==> src/rtl/bpred_pkg.sv <==
// Shared branch-predictor definitions: 2-bit counter encodings, scheduler
// states and the saturating counter update.
package bpred_pkg;

  localparam logic [1:0] SNT = 2'b00;
  localparam logic [1:0] WNT = 2'b01;
  localparam logic [1:0] WT  = 2'b10;
  localparam logic [1:0] ST  = 2'b11;

  localparam logic [1:0] CTR_INIT = WT;

  typedef enum logic {
    INIT = 1'b0,
    RUN  = 1'b1
  } sched_state_e;

  // Saturating step of a 2-bit counter towards the resolved direction
  function automatic logic [1:0] sat_update(input logic [1:0] ctr, input logic taken);
    logic [1:0] res;
    res = ctr;
    case (ctr)
      SNT:     res = taken ? WNT : SNT;
      WNT:     res = taken ? WT  : SNT;
      WT:      res = taken ? ST  : WNT;
      ST:      res = taken ? ST  : WT;
      default: res = ctr;
    endcase
    return res;
  endfunction

endpackage

==> src/rtl/pht_access_scheduler_if.sv <==
// Pipeline-side lookup/update handshakes plus the single PHT RAM port.
interface pht_access_scheduler_if #(
  parameter int unsigned BPRED_WIDTH = 10
);
  logic                   i_Lookup_Valid;
  logic [BPRED_WIDTH-1:0] i_Lookup_Index;
  logic                   o_Lookup_Stall;
  logic                   o_Pred_Valid;
  logic                   o_Prediction;
  logic [1:0]             o_Pred_Counter;
  logic                   i_Update_Valid;
  logic [BPRED_WIDTH-1:0] i_Update_Index;
  logic [1:0]             i_Update_Counter;
  logic                   i_Update_Outcome;
  logic                   o_Update_Drop;
  logic                   o_PHT_En;
  logic                   o_PHT_We;
  logic [BPRED_WIDTH-1:0] o_PHT_Addr;
  logic [1:0]             o_PHT_Wdata;
  logic [1:0]             i_PHT_Rdata;
  logic                   o_Init_Done;

  modport slave (
    input  i_Lookup_Valid, i_Lookup_Index,
    input  i_Update_Valid, i_Update_Index, i_Update_Counter, i_Update_Outcome,
    input  i_PHT_Rdata,
    output o_Lookup_Stall, o_Pred_Valid, o_Prediction, o_Pred_Counter,
    output o_Update_Drop, o_PHT_En, o_PHT_We, o_PHT_Addr, o_PHT_Wdata, o_Init_Done
  );

  modport master (
    output i_Lookup_Valid, i_Lookup_Index,
    output i_Update_Valid, i_Update_Index, i_Update_Counter, i_Update_Outcome,
    output i_PHT_Rdata,
    input  o_Lookup_Stall, o_Pred_Valid, o_Prediction, o_Pred_Counter,
    input  o_Update_Drop, o_PHT_En, o_PHT_We, o_PHT_Addr, o_PHT_Wdata, o_Init_Done
  );
endinterface

==> src/rtl/bpred_update_queue.sv <==
// Circular FIFO of pending PHT writes {index, new counter} with a
// youngest-entry match search used for lookup bypass.
module bpred_update_queue #(
  parameter int unsigned IW    = 10,
  parameter int unsigned DEPTH = 4
) (
  input  logic          clk,
  input  logic          rst_n,
  input  logic          push,
  input  logic [IW-1:0] push_idx,
  input  logic [1:0]    push_val,
  input  logic          pop,
  output logic          full,
  output logic          empty,
  output logic [IW-1:0] head_idx,
  output logic [1:0]    head_val,
  input  logic [IW-1:0] search_idx,
  output logic          hit,
  output logic [1:0]    hit_val
);

  localparam int unsigned PW = (DEPTH > 1) ? $clog2(DEPTH) : 1;
  localparam int unsigned CW = PW + 1;

  logic [IW-1:0] idx_mem [DEPTH];
  logic [1:0]    val_mem [DEPTH];
  logic [PW-1:0] rd_ptr;
  logic [PW-1:0] wr_ptr;
  logic [CW-1:0] count;
  logic          do_push;
  logic          do_pop;
  logic [PW-1:0] slot;

  assign full     = (count == CW'(DEPTH));
  assign empty    = (count == '0);
  assign do_pop   = pop && !empty;
  // A full queue still accepts a push when the head leaves the same cycle
  assign do_push  = push && (!full || do_pop);
  assign head_idx = idx_mem[rd_ptr];
  assign head_val = val_mem[rd_ptr];

  always_ff @(posedge clk) begin
    if (do_push) begin
      idx_mem[wr_ptr] <= push_idx;
      val_mem[wr_ptr] <= push_val;
    end
  end

  always_ff @(posedge clk or negedge rst_n) begin
    if (!rst_n) begin
      rd_ptr <= '0;
      wr_ptr <= '0;
      count  <= '0;
    end else begin
      if (do_push) wr_ptr <= wr_ptr + PW'(1);
      if (do_pop)  rd_ptr <= rd_ptr + PW'(1);
      count <= count + CW'(do_push) - CW'(do_pop);
    end
  end

  // Walk oldest to youngest so the last match wins
  always_comb begin
    hit     = 1'b0;
    hit_val = 2'b00;
    slot    = '0;
    for (int k = 0; k < int'(DEPTH); k++) begin
      slot = rd_ptr + PW'(k);
      if ((CW'(k) < count) && (idx_mem[slot] == search_idx)) begin
        hit     = 1'b1;
        hit_val = val_mem[slot];
      end
    end
  end

endmodule

==> src/rtl/pht_access_scheduler.sv <==
// Single-port PHT arbiter: post-reset weakly-taken sweep, lookups with
// queued-update bypass, and update writes drained into idle or forced slots.
module pht_access_scheduler
  import bpred_pkg::*;
#(
  parameter int unsigned BPRED_WIDTH  = 10,
  parameter int unsigned UQ_DEPTH     = 4,
  parameter int unsigned STARVE_LIMIT = 8
) (
  input logic                   i_Clk,
  input logic                   i_Reset,
  pht_access_scheduler_if.slave bus
);

  localparam int unsigned SW = $clog2(STARVE_LIMIT + 1);

  sched_state_e           state;
  sched_state_e           state_nxt;
  logic [BPRED_WIDTH-1:0] init_addr;
  logic [SW-1:0]          starve;

  logic                   q_full;
  logic                   q_empty;
  logic [BPRED_WIDTH-1:0] head_idx;
  logic [1:0]             head_val;
  logic                   hit;
  logic [1:0]             hit_val;

  logic                   force_wr;
  logic                   lookup_go;
  logic                   wr;
  logic                   stall;
  logic                   pht_en;
  logic                   pht_we;
  logic [BPRED_WIDTH-1:0] pht_addr;
  logic [1:0]             pht_wdata;

  logic                   pred_valid_q;
  logic                   byp_hit_q;
  logic [1:0]             byp_val_q;
  logic                   drop_q;
  logic [1:0]             pred_ctr;

  bpred_update_queue #(
    .IW    (BPRED_WIDTH),
    .DEPTH (UQ_DEPTH)
  ) u_queue (
    .clk        (i_Clk),
    .rst_n      (i_Reset),
    .push       ((state == RUN) && bus.i_Update_Valid),
    .push_idx   (bus.i_Update_Index),
    .push_val   (sat_update(bus.i_Update_Counter, bus.i_Update_Outcome)),
    .pop        (wr),
    .full       (q_full),
    .empty      (q_empty),
    .head_idx   (head_idx),
    .head_val   (head_val),
    .search_idx (bus.i_Lookup_Index),
    .hit        (hit),
    .hit_val    (hit_val)
  );

  always_ff @(posedge i_Clk or negedge i_Reset) begin
    if (!i_Reset) state <= INIT;
    else          state <= state_nxt;
  end

  // Next state and per-cycle port arbitration
  always_comb begin
    state_nxt = state;
    force_wr  = !q_empty && (q_full || (starve == SW'(STARVE_LIMIT)));
    lookup_go = 1'b0;
    wr        = 1'b0;
    stall     = 1'b0;
    pht_en    = 1'b0;
    pht_we    = 1'b0;
    pht_addr  = '0;
    pht_wdata = SNT;
    case (state)
      INIT: begin
        stall     = bus.i_Lookup_Valid;
        pht_en    = 1'b1;
        pht_we    = 1'b1;
        pht_addr  = init_addr;
        pht_wdata = CTR_INIT;
        if (init_addr == {BPRED_WIDTH{1'b1}}) state_nxt = RUN;
      end
      RUN: begin
        wr        = force_wr || (!bus.i_Lookup_Valid && !q_empty);
        lookup_go = bus.i_Lookup_Valid && !force_wr;
        stall     = bus.i_Lookup_Valid && force_wr;
        if (wr) begin
          pht_en    = 1'b1;
          pht_we    = 1'b1;
          pht_addr  = head_idx;
          pht_wdata = head_val;
        end else if (lookup_go) begin
          pht_en    = 1'b1;
          pht_addr  = bus.i_Lookup_Index;
        end
      end
      default: state_nxt = INIT;
    endcase
  end

  always_ff @(posedge i_Clk or negedge i_Reset) begin
    if (!i_Reset) begin
      init_addr    <= '0;
      starve       <= '0;
      pred_valid_q <= 1'b0;
      byp_hit_q    <= 1'b0;
      byp_val_q    <= SNT;
      drop_q       <= 1'b0;
    end else begin
      if (state == INIT) init_addr <= init_addr + BPRED_WIDTH'(1);
      if (wr)                         starve <= '0;
      else if (lookup_go && !q_empty) starve <= starve + SW'(1);
      pred_valid_q <= lookup_go;
      if (lookup_go) begin
        byp_hit_q <= hit;
        byp_val_q <= hit_val;
      end
      drop_q <= (state == INIT) && bus.i_Update_Valid;
    end
  end

  // A queued match overrides the RAM read in the result cycle
  assign pred_ctr = !pred_valid_q ? SNT : (byp_hit_q ? byp_val_q : bus.i_PHT_Rdata);

  assign bus.o_Lookup_Stall = stall;
  assign bus.o_Pred_Valid   = pred_valid_q;
  assign bus.o_Prediction   = pred_ctr[1];
  assign bus.o_Pred_Counter = pred_ctr;
  assign bus.o_Update_Drop  = drop_q;
  assign bus.o_PHT_En       = pht_en;
  assign bus.o_PHT_We       = pht_we;
  assign bus.o_PHT_Addr     = pht_addr;
  assign bus.o_PHT_Wdata    = pht_wdata;
  assign bus.o_Init_Done    = (state == RUN);

endmodule
==> src/flat_wrapper.sv <==
// flat-port wrapper written by rule: the top's interface ports become plain ports
module pht_access_scheduler_flat import bpred_pkg::*;
#(
  parameter int unsigned BPRED_WIDTH  = 10,
  parameter int unsigned UQ_DEPTH     = 4,
  parameter int unsigned STARVE_LIMIT = 8
)
  (i_Clk, i_Reset, bus_i_Lookup_Valid, bus_i_Lookup_Index, bus_i_Update_Valid, bus_i_Update_Index, bus_i_Update_Counter, bus_i_Update_Outcome, bus_i_PHT_Rdata, bus_o_Lookup_Stall, bus_o_Pred_Valid, bus_o_Prediction, bus_o_Pred_Counter, bus_o_Update_Drop, bus_o_PHT_En, bus_o_PHT_We, bus_o_PHT_Addr, bus_o_PHT_Wdata, bus_o_Init_Done);
  pht_access_scheduler_if #(.BPRED_WIDTH(BPRED_WIDTH)) bus_i ();
  input logic i_Clk;
  input logic i_Reset;
  input wire logic [$bits(bus_i.i_Lookup_Valid)-1:0] bus_i_Lookup_Valid;
  input wire logic [$bits(bus_i.i_Lookup_Index)-1:0] bus_i_Lookup_Index;
  input wire logic [$bits(bus_i.i_Update_Valid)-1:0] bus_i_Update_Valid;
  input wire logic [$bits(bus_i.i_Update_Index)-1:0] bus_i_Update_Index;
  input wire logic [$bits(bus_i.i_Update_Counter)-1:0] bus_i_Update_Counter;
  input wire logic [$bits(bus_i.i_Update_Outcome)-1:0] bus_i_Update_Outcome;
  input wire logic [$bits(bus_i.i_PHT_Rdata)-1:0] bus_i_PHT_Rdata;
  output wire logic [$bits(bus_i.o_Lookup_Stall)-1:0] bus_o_Lookup_Stall;
  output wire logic [$bits(bus_i.o_Pred_Valid)-1:0] bus_o_Pred_Valid;
  output wire logic [$bits(bus_i.o_Prediction)-1:0] bus_o_Prediction;
  output wire logic [$bits(bus_i.o_Pred_Counter)-1:0] bus_o_Pred_Counter;
  output wire logic [$bits(bus_i.o_Update_Drop)-1:0] bus_o_Update_Drop;
  output wire logic [$bits(bus_i.o_PHT_En)-1:0] bus_o_PHT_En;
  output wire logic [$bits(bus_i.o_PHT_We)-1:0] bus_o_PHT_We;
  output wire logic [$bits(bus_i.o_PHT_Addr)-1:0] bus_o_PHT_Addr;
  output wire logic [$bits(bus_i.o_PHT_Wdata)-1:0] bus_o_PHT_Wdata;
  output wire logic [$bits(bus_i.o_Init_Done)-1:0] bus_o_Init_Done;
  assign bus_i.i_Lookup_Valid = bus_i_Lookup_Valid;
  assign bus_i.i_Lookup_Index = bus_i_Lookup_Index;
  assign bus_i.i_Update_Valid = bus_i_Update_Valid;
  assign bus_i.i_Update_Index = bus_i_Update_Index;
  assign bus_i.i_Update_Counter = bus_i_Update_Counter;
  assign bus_i.i_Update_Outcome = bus_i_Update_Outcome;
  assign bus_i.i_PHT_Rdata = bus_i_PHT_Rdata;
  assign bus_o_Lookup_Stall = bus_i.o_Lookup_Stall;
  assign bus_o_Pred_Valid = bus_i.o_Pred_Valid;
  assign bus_o_Prediction = bus_i.o_Prediction;
  assign bus_o_Pred_Counter = bus_i.o_Pred_Counter;
  assign bus_o_Update_Drop = bus_i.o_Update_Drop;
  assign bus_o_PHT_En = bus_i.o_PHT_En;
  assign bus_o_PHT_We = bus_i.o_PHT_We;
  assign bus_o_PHT_Addr = bus_i.o_PHT_Addr;
  assign bus_o_PHT_Wdata = bus_i.o_PHT_Wdata;
  assign bus_o_Init_Done = bus_i.o_Init_Done;
  pht_access_scheduler #(.BPRED_WIDTH(BPRED_WIDTH), .UQ_DEPTH(UQ_DEPTH), .STARVE_LIMIT(STARVE_LIMIT)) u_core (.i_Clk(i_Clk), .i_Reset(i_Reset), .bus(bus_i));
endmodule
==> config.mk <==
export PLATFORM = sky130hd
export DESIGN_NAME = pht_access_scheduler_flat
export DESIGN_NICKNAME = d
export VERILOG_FILES = /design/src/rtl/bpred_pkg.sv /design/src/rtl/pht_access_scheduler_if.sv /design/src/rtl/bpred_update_queue.sv /design/src/rtl/pht_access_scheduler.sv /design/src/flat_wrapper.sv
export SDC_FILE = /design/constraint.sdc
export NUM_CORES = 1
export LEC_CHECK = 0
export CAP_MARGIN = 20
export CORE_ASPECT_RATIO = 0.75
export CORE_MARGIN = 10
export CORE_UTILIZATION = 45
export DETAILED_ROUTE_END_ITERATION = 10
export PLACE_DENSITY = 0.65
export SYNTH_ARGS = -nofsm -noshare
export SYNTH_HDL_FRONTEND = slang
export SYNTH_SLANG_ARGS = --single-unit
export TNS_END_PERCENT = 50
==> constraint.sdc <==
create_clock -name i_Clk -period 7.9 [get_ports i_Clk]
set_input_delay 1.185 -clock i_Clk [delete_from_list [all_inputs] [get_ports i_Clk]]
set_output_delay 1.185 -clock i_Clk [all_outputs]
set_load 0.05 [all_outputs]
==> flow_summary.ini <==
[cts]
numClockSinks = 75
cts_made_buffers = 9
clock_path_buffers = 2
cts_root_buffer = clkbuf_16
hold_buffers = 0
clk_pin_slew_worst_paths_ps = 60
cts_max_level = 3
cts_resized = 0
insertion_delay_ps = 340
cts_tree = built
cts_setup_buffers = 0

[synth]
synth_nets = 513
yosysSeqAreaShare = 0.424
synth-edff-count = 48
ys_ff_latch = 75
netlist_area_um2 = 4990
synth_ff_type = edfxtp_1
synth.avg_cell_area_um2 = 10.6
ys_async_sr_fraction = 0.360
synth_warnings = 0
syn_inst = 472
synth_cell_type_count = 64

[global_route]
antenna_found_initial = 0
grt_pass1_wl_um = 20800
grt_usage = 0.166
grt_pass1_vias = 3727
grt_max_degree = 56
overflow = 0

[floorplanning]
die_h_um = 111
dieArea_um2 = 15700
start_util = 0.458
coreArea_um2 = 10900
placementRows = 33
io_pins = 50
chipWidth_um = 142

[critical_path]
critPathKind = flip-flop to output pin
worstPathArrival_ps = 4080
critPathSlowestCell = clkinv_1
reg2reg_from = u_core.u_queue.rd_ptr[0]
cp-start-kind = flip-flop
required_ps = 6710
rrSetupSlack_ps = 4200
crit_chain = buf_4 -> clkinv_1 -> and2_1 -> a2111oi_0 -> a21oi_1 -> a21oi_1 -> clkdlybuf4s50_1
crit_top_cell = a21oi_1
crit_path_max_fanout = 55
critPathMaxStageDelay_ps = 950
end_kind = output pin
ff2ff_path_depth = 9
r2r-end = u_core.byp_val_q[0]

[sta]
slew_viol_final = 0
setup_viol = 0
fmaxAchievable_mhz = 190
tightest_slew_ps = 975
fin_skew_ps = 7.15
period_share = 0.666
slew_headroom = 0.346
finalCriticalPeriod_ps = 5260
finalHoldViolations = 0
finalSetupTns_ps = 0
rsz0062_at_grt = false

[final_layout]
drive_gt1_frac = 0.0827
regArea_um2 = 2120
diodes = 0
final_area_um2 = 5800
synthToLayoutAreaGrowth_pct = 16.3
fill_cells = 999
multiInputGateArea_um2 = 2640
utilization = 0.532
fin_nets = 544

[hold_path]
hold_class = flip-flop to flip-flop
hp-start = u_core.init_addr[9]
hold_depth = 1
min_to = u_core.init_addr[9]

[run]
drv_cap = 0

[detailed_routing]
drc_errors = 0
vias_per_cell = 5.83
drt_first_pass_iters = 6
ant_nets = 0
drtIter0Drc = 405
wl_per_cell_um = 20.1
wl_um = 13100
vias = 3776

[placement]
dp_hpwl_um = 10100
place_area_um2 = 5510
portBuffers = 49
gp_congestion = 0.937

[power_and_ir_drop]
cellPowerDensity_nw_per_um2 = 150
p_leak_uw = 0.00201
peakVddDrop_mv = 0.111

[outcome]
status = finished, final reports clean
[placed cells by master (no fill, tap or decap), drive strengths merged, types with 9 or more instances in the layout]
cell type / count
a21oi: 20
xnor2: 32
nor4: 11
clkbuf: 11
mux2: 9
edfxtp: 48
nand3: 14
ha: 11
clkdlybuf4s50: 49
nor3: 13
xor2: 17
o21ai: 16
mux2i: 55
nor2: 21
dfrtp: 27
inv: 16
nand2: 35
[per-stage QoR]
step           setup slack [ps]  total power [uW]  cells  hold slack (ps)
2_1_floorplan              2720               457    472              446
3_3_place_gp               3100               484    631              476
3_5_place_dp               3050               485    632              490
4_1_cts                    2740               876    648              502
5_1_grt                    2350               898    648              508
6_report                   2640               871    648              497
[report_power, final]
| group | leakage, uW | internal, uW | switching [uW] | total, uW |
|---|---|---|---|---|
| registers | 0.000769 | 419 | 0.0626 | 419 |
| logic | 0.00111 | 25.5 | 33.0 | 58.5 |
| clock network | 0.000138 | 232 | 162 | 394 |
| total | 0.00201 | 677 | 195 | 871 |
[worst max path at each step]
stage / from / end / slack, ps / cells past startpoint
finish: u_core.u_queue.rd_ptr[0] / bus_o_PHT_Addr[8] / 2640 / 7
global route: u_core.u_queue.rd_ptr[0] / bus_o_PHT_Addr[0] / 2350 / 7
CTS: u_core.u_queue.rd_ptr[0] / bus_o_PHT_Addr[2] / 2740 / 7
detailed placement: bus_i_Lookup_Valid / bus_o_PHT_Addr[3] / 3050 / 6
global placement: bus_i_Lookup_Valid / bus_o_PHT_Addr[9] / 3100 / 6
floorplan: u_core.u_queue.rd_ptr[0] / bus_o_PHT_Wdata[0] / 2720 / 7
[critical path: cells and delay by family, from the launching register on]
family / cells / cell delay [ps]
and+or+nand+nor: 1 / 440
DFF: 1 / 330
AOI/OAI and AO/OA: 3 / 680
buffers and inverters: 3 / 2250
[cells by family after synthesis]
logic type	share of synthesized area
and+or+nand+nor	0.148
DFF	0.424
adders and majority gates	0.0356
AOI/OAI and AO/OA	0.114
buffers and inverters	0.0467
muxes	0.146
xor gates and xnor gates	0.0861
[per-layer routing]
metal / GRT usage / part of all wire / wire length [um] / vias to the layer above
met2: 0.240 / 0.44 / 5710 / 113
met4: 0.0503 / 0.017 / 219 / 0
met1: 0.242 / 0.50 / 6480 / 1838
li1: - / - / - / 1809
met3: 0.0351 / 0.050 / 648 / 16
met5: 0 / 0 / 0 / -
[synth_stat cells (6+ instances only)]
master	count	share of area
a21oi_1	20	0.020
mux2_2	8	0.018
dfrtp_1	27	0.14
nor2_1	20	0.015
xor2_1	17	0.030
nor3_1	13	0.013
o22ai_1	6	0.0075
nor2b_1	6	0.0075
ha_1	11	0.028
buf_1	6	0.0045
mux2i_1	53	0.11
inv_1	14	0.011
a2111oi_0	7	0.012
xnor2_1	32	0.056
and3_1	8	0.010
nand3_1	14	0.014
o21ai_0	14	0.014
nand2_1	35	0.026
edfxtp_1	48	0.29
nor4_1	10	0.013
clkbuf_1	16	0.012
buf_2	6	0.0060
and2_1	7	0.0088
[state kept, by name, summed over array words and instances (netlist names)]
register                  count
u_core.bus.o_Pred_Valid       1
u_core.bus.o_Init_Done        1
u_core.u_queue.idx_mem       40
u_core.u_queue.count          3
u_core.bus.o_Update_Drop      1
u_core.u_queue.val_mem        8
u_core.starve                 4
u_core.u_queue.wr_ptr         2
u_core.byp_hit_q              1
u_core.u_queue.rd_ptr         2
u_core.init_addr             10
u_core.byp_val_q              2
[area by class of cell]
type / instances / area share
inverters: 15 / 0.00970
clock buffers: 11 / 0.0438
flip-flops and latches: 75 / 0.365
repair buffers: 54 / 0.0906
well taps: 140 / 0.0302
clock inverters: 5 / 0.00604
multi-input cells: 348 / 0.455
Note: power is estimated with default switching activity, not from simulation.
